==> src/rtl/csa_pkg.sv <==
// Shared types and defaults for the carry-save accumulation sequencer.
package csa_pkg;

    typedef enum logic [1:0] {
        IDLE    = 2'd0,
        ACCUM   = 2'd1,
        RESOLVE = 2'd2,
        DONE    = 2'd3
    } state_t;

    localparam int DEF_WIDTH   = 4;
    localparam int DEF_MAX_OPS = 8;

    // Accumulator width large enough that max_ops full-scale operands never overflow.
    function automatic int acc_width(input int width, input int max_ops);
        return width + $clog2(max_ops);
    endfunction

endpackage

==> src/rtl/csa_stage.sv <==
// Purely combinational 3:2 carry-save compressor, one full adder per bit.
module csa_stage #(
    parameter int W = 4
) (
    input  logic [W-1:0] a,
    input  logic [W-1:0] b,
    input  logic [W-1:0] c,
    output logic [W-1:0] sum,
    output logic [W-1:0] cout
);

    // Bitwise sum and majority carry; carries are not propagated here.
    always_comb begin
        sum  = a ^ b ^ c;
        cout = (a & b) | (a & c) | (b & c);
    end

endmodule

==> src/rtl/csa_accum_sequencer.sv <==
// Multi-operand adder: operands folded into a redundant sum/carry pair one per
// cycle, resolved by a single carry-propagate add before being offered as a result.
module csa_accum_sequencer
    import csa_pkg::*;
#(
    parameter int  WIDTH   = DEF_WIDTH,
    parameter int  MAX_OPS = DEF_MAX_OPS,
    localparam int CNT_W   = $clog2(MAX_OPS + 1),
    localparam int ACC_W   = acc_width(WIDTH, MAX_OPS)
) (
    input  logic             clk,
    input  logic             rst_n,
    input  logic             start,
    input  logic [CNT_W-1:0] num_ops,
    input  logic [WIDTH-1:0] op_data,
    input  logic             op_valid,
    output logic             op_ready,
    output logic [ACC_W-1:0] res_data,
    output logic             res_valid,
    input  logic             res_ready,
    output logic             busy
);

    localparam logic [CNT_W-1:0] MAX_CNT = CNT_W'(MAX_OPS);
    localparam logic [CNT_W-1:0] ONE_CNT = CNT_W'(1'b1);

    state_t             state_r;
    logic [CNT_W-1:0]   remaining_r;
    logic [ACC_W-1:0]   sum_r;
    logic [ACC_W-1:0]   carry_r;
    logic [ACC_W-1:0]   res_r;
    logic               op_ready_r;
    logic               res_valid_r;
    logic               busy_r;

    logic [CNT_W-1:0]   req_cnt_s;
    logic [ACC_W-1:0]   op_ext_s;
    logic [ACC_W-1:0]   carry_sh_s;
    logic [ACC_W-1:0]   csa_sum_s;
    logic [ACC_W-1:0]   csa_carry_s;

    // Clamp the requested count and align operands/carries to the accumulator width.
    always_comb begin
        if (num_ops > MAX_CNT) begin
            req_cnt_s = MAX_CNT;
        end else begin
            req_cnt_s = num_ops;
        end
        op_ext_s   = ACC_W'(op_data);
        // The bit shifted out is always zero because ACC_W covers the worst-case sum.
        carry_sh_s = carry_r << 1'b1;
    end

    csa_stage #(
        .W (ACC_W)
    ) u_stage (
        .a    (sum_r),
        .b    (carry_sh_s),
        .c    (op_ext_s),
        .sum  (csa_sum_s),
        .cout (csa_carry_s)
    );

    // Job FSM with counter, redundant accumulator, resolve adder and registered handshakes.
    always_ff @(posedge clk or negedge rst_n) begin
        if (!rst_n) begin
            state_r     <= IDLE;
            remaining_r <= '0;
            sum_r       <= '0;
            carry_r     <= '0;
            res_r       <= '0;
            op_ready_r  <= 1'b0;
            res_valid_r <= 1'b0;
            busy_r      <= 1'b0;
        end else begin
            case (state_r)
                IDLE: begin
                    if (start) begin
                        remaining_r <= req_cnt_s;
                        sum_r       <= '0;
                        carry_r     <= '0;
                        busy_r      <= 1'b1;
                        if (req_cnt_s != '0) begin
                            state_r    <= ACCUM;
                            op_ready_r <= 1'b1;
                        end else begin
                            state_r    <= RESOLVE;
                        end
                    end
                end
                ACCUM: begin
                    if (op_valid && op_ready_r) begin
                        sum_r       <= csa_sum_s;
                        carry_r     <= csa_carry_s;
                        remaining_r <= remaining_r - ONE_CNT;
                        if (remaining_r == ONE_CNT) begin
                            state_r    <= RESOLVE;
                            op_ready_r <= 1'b0;
                        end
                    end
                end
                RESOLVE: begin
                    res_r       <= sum_r + carry_sh_s;
                    res_valid_r <= 1'b1;
                    state_r     <= DONE;
                end
                DONE: begin
                    if (res_ready) begin
                        res_valid_r <= 1'b0;
                        busy_r      <= 1'b0;
                        state_r     <= IDLE;
                    end
                end
                default: begin
                    state_r     <= IDLE;
                    op_ready_r  <= 1'b0;
                    res_valid_r <= 1'b0;
                    busy_r      <= 1'b0;
                end
            endcase
        end
    end

    assign op_ready  = op_ready_r;
    assign res_valid = res_valid_r;
    assign res_data  = res_r;
    assign busy      = busy_r;

endmodule
==> config.mk <==
export PLATFORM = sky130hd
export DESIGN_NAME = csa_accum_sequencer
export DESIGN_NICKNAME = d
export VERILOG_FILES = /design/src/rtl/csa_pkg.sv /design/src/rtl/csa_stage.sv /design/src/rtl/csa_accum_sequencer.sv
export SDC_FILE = /design/constraint.sdc
export NUM_CORES = 1
export LEC_CHECK = 0
export CORE_ASPECT_RATIO = 0.9
export CORE_MARGIN = 2
export CORE_UTILIZATION = 40
export CTS_BUF_LIST = sky130_fd_sc_hd__clkbuf_8
export CTS_CLUSTER_SIZE = 20
export DETAILED_ROUTE_END_ITERATION = 10
export MAX_ROUTING_LAYER = met4
export SKIP_CTS_REPAIR_TIMING = 1
export SLEW_MARGIN = 20
export SYNTH_ARGS = -nofsm -noshare
export SYNTH_HDL_FRONTEND = slang
export SYNTH_SLANG_ARGS = --single-unit
export TNS_END_PERCENT = 1
==> constraint.sdc <==
create_clock -name clk -period 2.2 [get_ports clk]
set_input_delay 0.22 -clock clk [delete_from_list [all_inputs] [get_ports clk]]
set_output_delay 0.22 -clock clk [all_outputs]
set_load 0.05 [all_outputs]
; ---- Yosys cells after proc, flatten, opt, wreduce, memory -nomap -nowiden
; Cells that the tools add are included.
[classes]
n_lt_le_gt_ge = 1
n_bitwise = 7
n_eq_ne = 9
n_addsub = 2
reduce_logical = 11
mux = 24
[op_table]
columns = op, n
row1 = 2-to-1 mux 7 bit, 2
row2 = one-hot mux 7 bit (2 select lines), 1
row3 = bitwise AND 6 x 4 -> 6 bit, 2
row4 = 2-to-1 mux 4 bit, 3
row5 = bitwise OR 6 bit, 2
row6 = one-hot mux 6 bit (2 select lines), 1
row7 = 2-to-1 mux 2 bit, 5
row8 = "inequality test 2 bit, second input constant", 5
row9 = one-hot mux 2 bit (4 select lines), 1
row10 = one-hot mux 4 bit (2 select lines), 1
row11 = adder 7 bit, 1
row12 = bitwise XOR 7 x 4 -> 7 bit, 1
row13 = bitwise XOR 7 bit, 1
row14 = bitwise AND 6 bit, 1
row15 = 2-to-1 mux 1 bit, 6
row16 = 2-to-1 mux 6 bit, 1
row17 = one-hot mux 1 bit (2 select lines), 3
row18 = AND reduction 3 bit, 2
row19 = nonzero test 2 bit, 3
row20 = AND reduction 5 bit, 1
row21 = "equality test 2 bit, second input constant", 2
row22 = "equality test 4 x 1 -> 1 bit, second input constant", 1
row23 = "> comparator 4 bit, second input constant", 1
row24 = AND reduction 4 bit, 1
row25 = 6 further kinds, 6
[totals]
output_inout_bits = 10
reg_bits = 29
input_bits = 13
word_cells = 62

; ---- Depth between registers and ports, before layout
[logic_depth]
depth_word = 6
depth_mapped = 9
depth_no_buf = 6

; ---- Modules after synthesis
; From an unflattened synthesis, not the netlist that was laid out.
[hier_totals]
cells_unflattened = 174
area_unflattened_um2 = 1751.7
[by_module_without_submodules]
columns = mod, instances, seq_area_each_um2, area_each_um2, cells_per_inst
row1 = csa_accum_sequencer, 1, 725.7, 1611.5, 167
row2 = csa_stage, 1, 0.0, 140.1, 7

; ---- Worst setup path after synthesis
; Ideal clock, no wire load.
[synth_path]
kind = register -> register
from = register op_ready_r, in the netlist op_ready
to = register state_r[1]
stages_incl_launch_ff = 5
setup_time_ns = 0.125
setup_slack_ns = 0.269
period_less_slack_ns = 1.931
n_path_buf = 0
t_required_ns = 2.075
arrival_time_ns = 1.806
cell_sequence = dfrtp_1 > nand3b_1 > or3b_1 > a221o_1 > mux2_4
[synth_between]
elab_chain_len = 3
[synth_lines]
columns = element, line_no
row1 = "start, declared", csa_accum_sequencer.sv:32  ; logic op_ready_r;
row2 = "start signal, assigned", csa_accum_sequencer.sv:72  ; op_ready_r <= 1'b0;
row3 = "start signal, assigned", csa_accum_sequencer.sv:85  ; op_ready_r <= 1'b1;
row4 = "start signal, assigned", csa_accum_sequencer.sv:98  ; op_ready_r <= 1'b0;
row5 = logical AND 1 bit, csa_accum_sequencer.sv:92  ; if (op_valid && op_ready_r) begin
row6 = inequality test 2 bit (no line), -
row7 = AND reduction 4 bit (no line), -
row8 = "end signal, assigned", csa_accum_sequencer.sv:87  ; state_r <= RESOLVE;
row9 = "end signal, assigned", csa_accum_sequencer.sv:97  ; state_r <= RESOLVE;
row10 = "end signal, assigned", csa_accum_sequencer.sv:105  ; state_r <= DONE;
row11 = "end, declared", csa_accum_sequencer.sv:27  ; state_t state_r;
; No other way between the ends.
; A chain may end at the register's enable or synchronous reset.

; ---- Final worst setup path
[layout_path]
from = register sum_r[1]
to = register res_r[5], in the netlist res_data[5]
[layout_between]
elab_chain_len = 1
[layout_lines]
columns = element, line_no
row1 = "start, declared", csa_accum_sequencer.sv:29  ; logic [ACC_W-1:0] sum_r;
row2 = "start signal, assigned", csa_accum_sequencer.sv:93  ; sum_r <= csa_sum_s;
row3 = adder 7 bit, csa_accum_sequencer.sv:103  ; res_r <= sum_r + carry_sh_s;
row4 = "end signal, assigned", csa_accum_sequencer.sv:103
row5 = "end, declared", csa_accum_sequencer.sv:31  ; logic [ACC_W-1:0] res_r;
; No other way between the ends.

==> qor.csv <==
stage;metric;value;unit
yosys;leading cell type by number of instances after synthesis;dfrtp_1;
timing;Final Hold Fails;0;
pwr;sw frac;0.441;
finish;layout cells sized above 1;0.120;
floorplan;IO Pins;23;
worst_setup_path;crit path launch type;flop;
timing;Final Setup Violations;0;
route;post-route ant nets;0;
finish;footprint of the multi-input gates;872;sq um
worst_setup_path;CP Buf/Inv Count;0;
yosys;synth warn;0;
timing;setup ws final;0.315;ns
floorplan;Core Rows;22;
grt;gr ovfl total;0;
clock_network;CTS H-tree lvls;2;
worst_setup_path;Worst R2R Path Depth;6;
yosys;synth unique cells;36;
route;post-DR wirelength/cell;14.0;microns
yosys;Synth async-reset ratio;1.00;
timing;fmax;530;MHz
route;drc violations;0;
clock_network;Clock Sinks;29;
floorplan;die height;65.7;microns
placement;Final HPWL DP;2.43;mm
route;vias after detailed routing;1261;
finish;fin util;0.507;
worst_setup_path;Req. time, crit path;2.36;ns
route;Vias/cell;5.28;
clock_network;clock buffer depth;2;
yosys;#FFs+latches synth;29;
clock_network;Clock transition at path regs;0.06;ns
yosys;post-synthesis sequential area ratio;0.429;
yosys;top post-synthesis cells by area;dfrtp_1 (43%), ha_1 (9.6%), fa_1 (4.7%), mux2_2 (4.0%), o21ai_0 (3.8%);
worst_setup_path;Worst setup EP type;flop;
grt;initial antenna violation count;0;
placement;RD Place Congestion;0.777;
finish;register area;726;sq um
yosys;Synth top cells by count;dfrtp_1 (29), inv_1 (17), ha_1 (13), o21ai_0 (13), nand3_1 (11);
floorplan;die area;4770;sq um
yosys;Synth Cell Area;1690;sq um
timing;minimum clock period;1.89;ns
worst_hold_path;hold crit path type;in2async;
timing;relative slew slack;0.668;
timing;Hold WS;0.328;ns
clock_network;TritonCTS buffer count;5;
pwr;leakage dissipation;0.955;nW
worst_setup_path;cells along the critical path;ha_1 -> fa_1 -> a21o_1 -> a21oi_1 -> xnor2_1 -> mux2_2;
worst_setup_path;Max FO, Critical Path;3;
route;drt first-iter violations;54;
grt;pin count of the biggest net entering global routing;33;
finish;Fillers;377;
timing;clock skew;0.00498;ns
worst_setup_path;Critical-path top delay cell;dfrtp_1;
run;Max Cap Viol;0;
grt;first-pass GRT wire length;5.66;mm
finish;Layout Area Growth over Synthesis;22.2;%
worst_setup_path;Max stage delay on crit path;0.41;ns
floorplan;die width;72.6;microns
placement;IO Port Bufs;22;
floorplan;core footprint;4070;sq um
pwr;Psw;1.20;mW
worst_setup_path;Critical Path AT;2.05;ns
route;1st-pass router iterations;4;
grt;total track usage;0.159;
worst_setup_path;Crit path depth;6;
yosys;Synth Flop Type;dfrtp_1;
yosys;post-synth top area share;0.429;
yosys;post-synth net total;194;
timing;RSZ-0062 raised after global routing;false;
pwr;combinational power share;0.533;
floorplan;Starting Density;0.415;
yosys;post-synth top area cell;dfrtp_1;
placement;pre-CTS setup slack;0.193;ns
timing;fin crit share;0.857;
pwr;Max VDD drop;470;uV
timing;setup TNS;0;ns
pwr;register share of total power;0.315;
yosys;synthesized area per cell;10.3;sq um
worst_setup_path;CP delay by family, top;adder cells;
yosys;EDFF count, synth;0;
grt;vias in the first global route;1227;
finish;nets;220;
yosys;Mapped Cells;164;
pwr;Clock power frac;0.153;
route;final wirelength;3.34;mm
worst_setup_path;Crit Path Class;reg2reg;
clock_network;latest clock arrival within the worst-skew pair;0.28;ns
status;status;completed;
pwr;Power Density;1320;nW/um^2
clock_network;CTS tree;done;
worst_setup_path;R2R Setup Slk;0.31;ns
pwr;internal power;1.52;mW
clock_network;Root Buffer Master;clkbuf_8;
timing;Max Slew Vio Count;0;
timing;worst slew pin tran;0.496;ns
finish;n_diodes;0;
[routing by layer]
metal | vias to the layer above | GRT usage | share of wire
li1 | 624 | - | -
met1 | 617 | 0.213 | 0.51
met2 | 14 | 0.234 | 0.45
met3 | 6 | 0.0460 | 0.027
met4 | 0 | 0.0486 | 0.016
met5 | - | - | 0
[area by class of cell]
class                           count  area share
Tap cell                           48      0.0291
Multi-Input combinational cell    111       0.422
Sequential cell                    29       0.351
Clock buffer                        5      0.0333
Clock inverter                      3     0.00666
Inverter                           17      0.0309
Timing Repair Buffer               26       0.127
[cells in the final DEF (no fill, tap or decap), types with 3 or more instances in the layout]
cell	n
clkdlybuf4s50_1	22
xnor2_1	4
clkbuf_8	5
mux2_2	6
mux2i_1	3
nor3b_1	3
a31o_2	4
dfrtp_1	29
fa_1	4
nand2_1	7
nor2b_1	7
o21ai_0	13
nand3_1	11
inv_1	18
nor3_1	3
ha_1	13
buf_4	3
a21oi_1	5
nor2_1	6
[power groups by stage]
| stage | clock (mW) | sequential (mW) | combinational (mW) |
|---|---|---|---|
| finish | 0.415 | 0.855 | 1.45 |
| detailed placement | 0 | 0.867 | 1.45 |
| CTS | 0.433 | 0.857 | 1.46 |
| global route | 0.451 | 0.881 | 1.60 |
| global placement | 0 | 0.852 | 1.42 |
| floorplan | 0 | 1.07 | 0.797 |
[registers in the layout (all words and copies together), names as in the netlist]
register / flops
busy: 1
carry_r: 6
op_ready: 1
remaining_r: 4
res_data: 7
res_valid: 1
state_r: 2
sum_r: 7
[metrics by stage]
stage	cells	instance area (sq um)	power (mW)
finish	239	2070	2.72
global route	239	2070	2.93
CTS	239	2070	2.75
detailed placement	231	1980	2.32
global placement	231	1980	2.27
floorplan	164	1690	1.87
[cells by family after synthesis]
family | share of synthesized area
XOR/XNOR | 0.0207
flip-flops | 0.429
AO/OA/AOI/OAI | 0.143
AND/OR/NAND/NOR | 0.142
multiplexers | 0.0666
buffers and inverters | 0.0555
adder cells (fa/ha/maj) | 0.143
[worst paths after layout]
kind	start	end
setup reg to reg	sum_r[1]	res_data[5]
max in group asynchronous	rst_n	op_ready
hold / removal	rst_n	res_valid
hold reg to reg	res_data[4]	res_data[4]
min in group clk	res_data[4]	res_data[4]
setup / recovery	sum_r[1]	res_data[5]
Power figures use the tool's default switching activity.
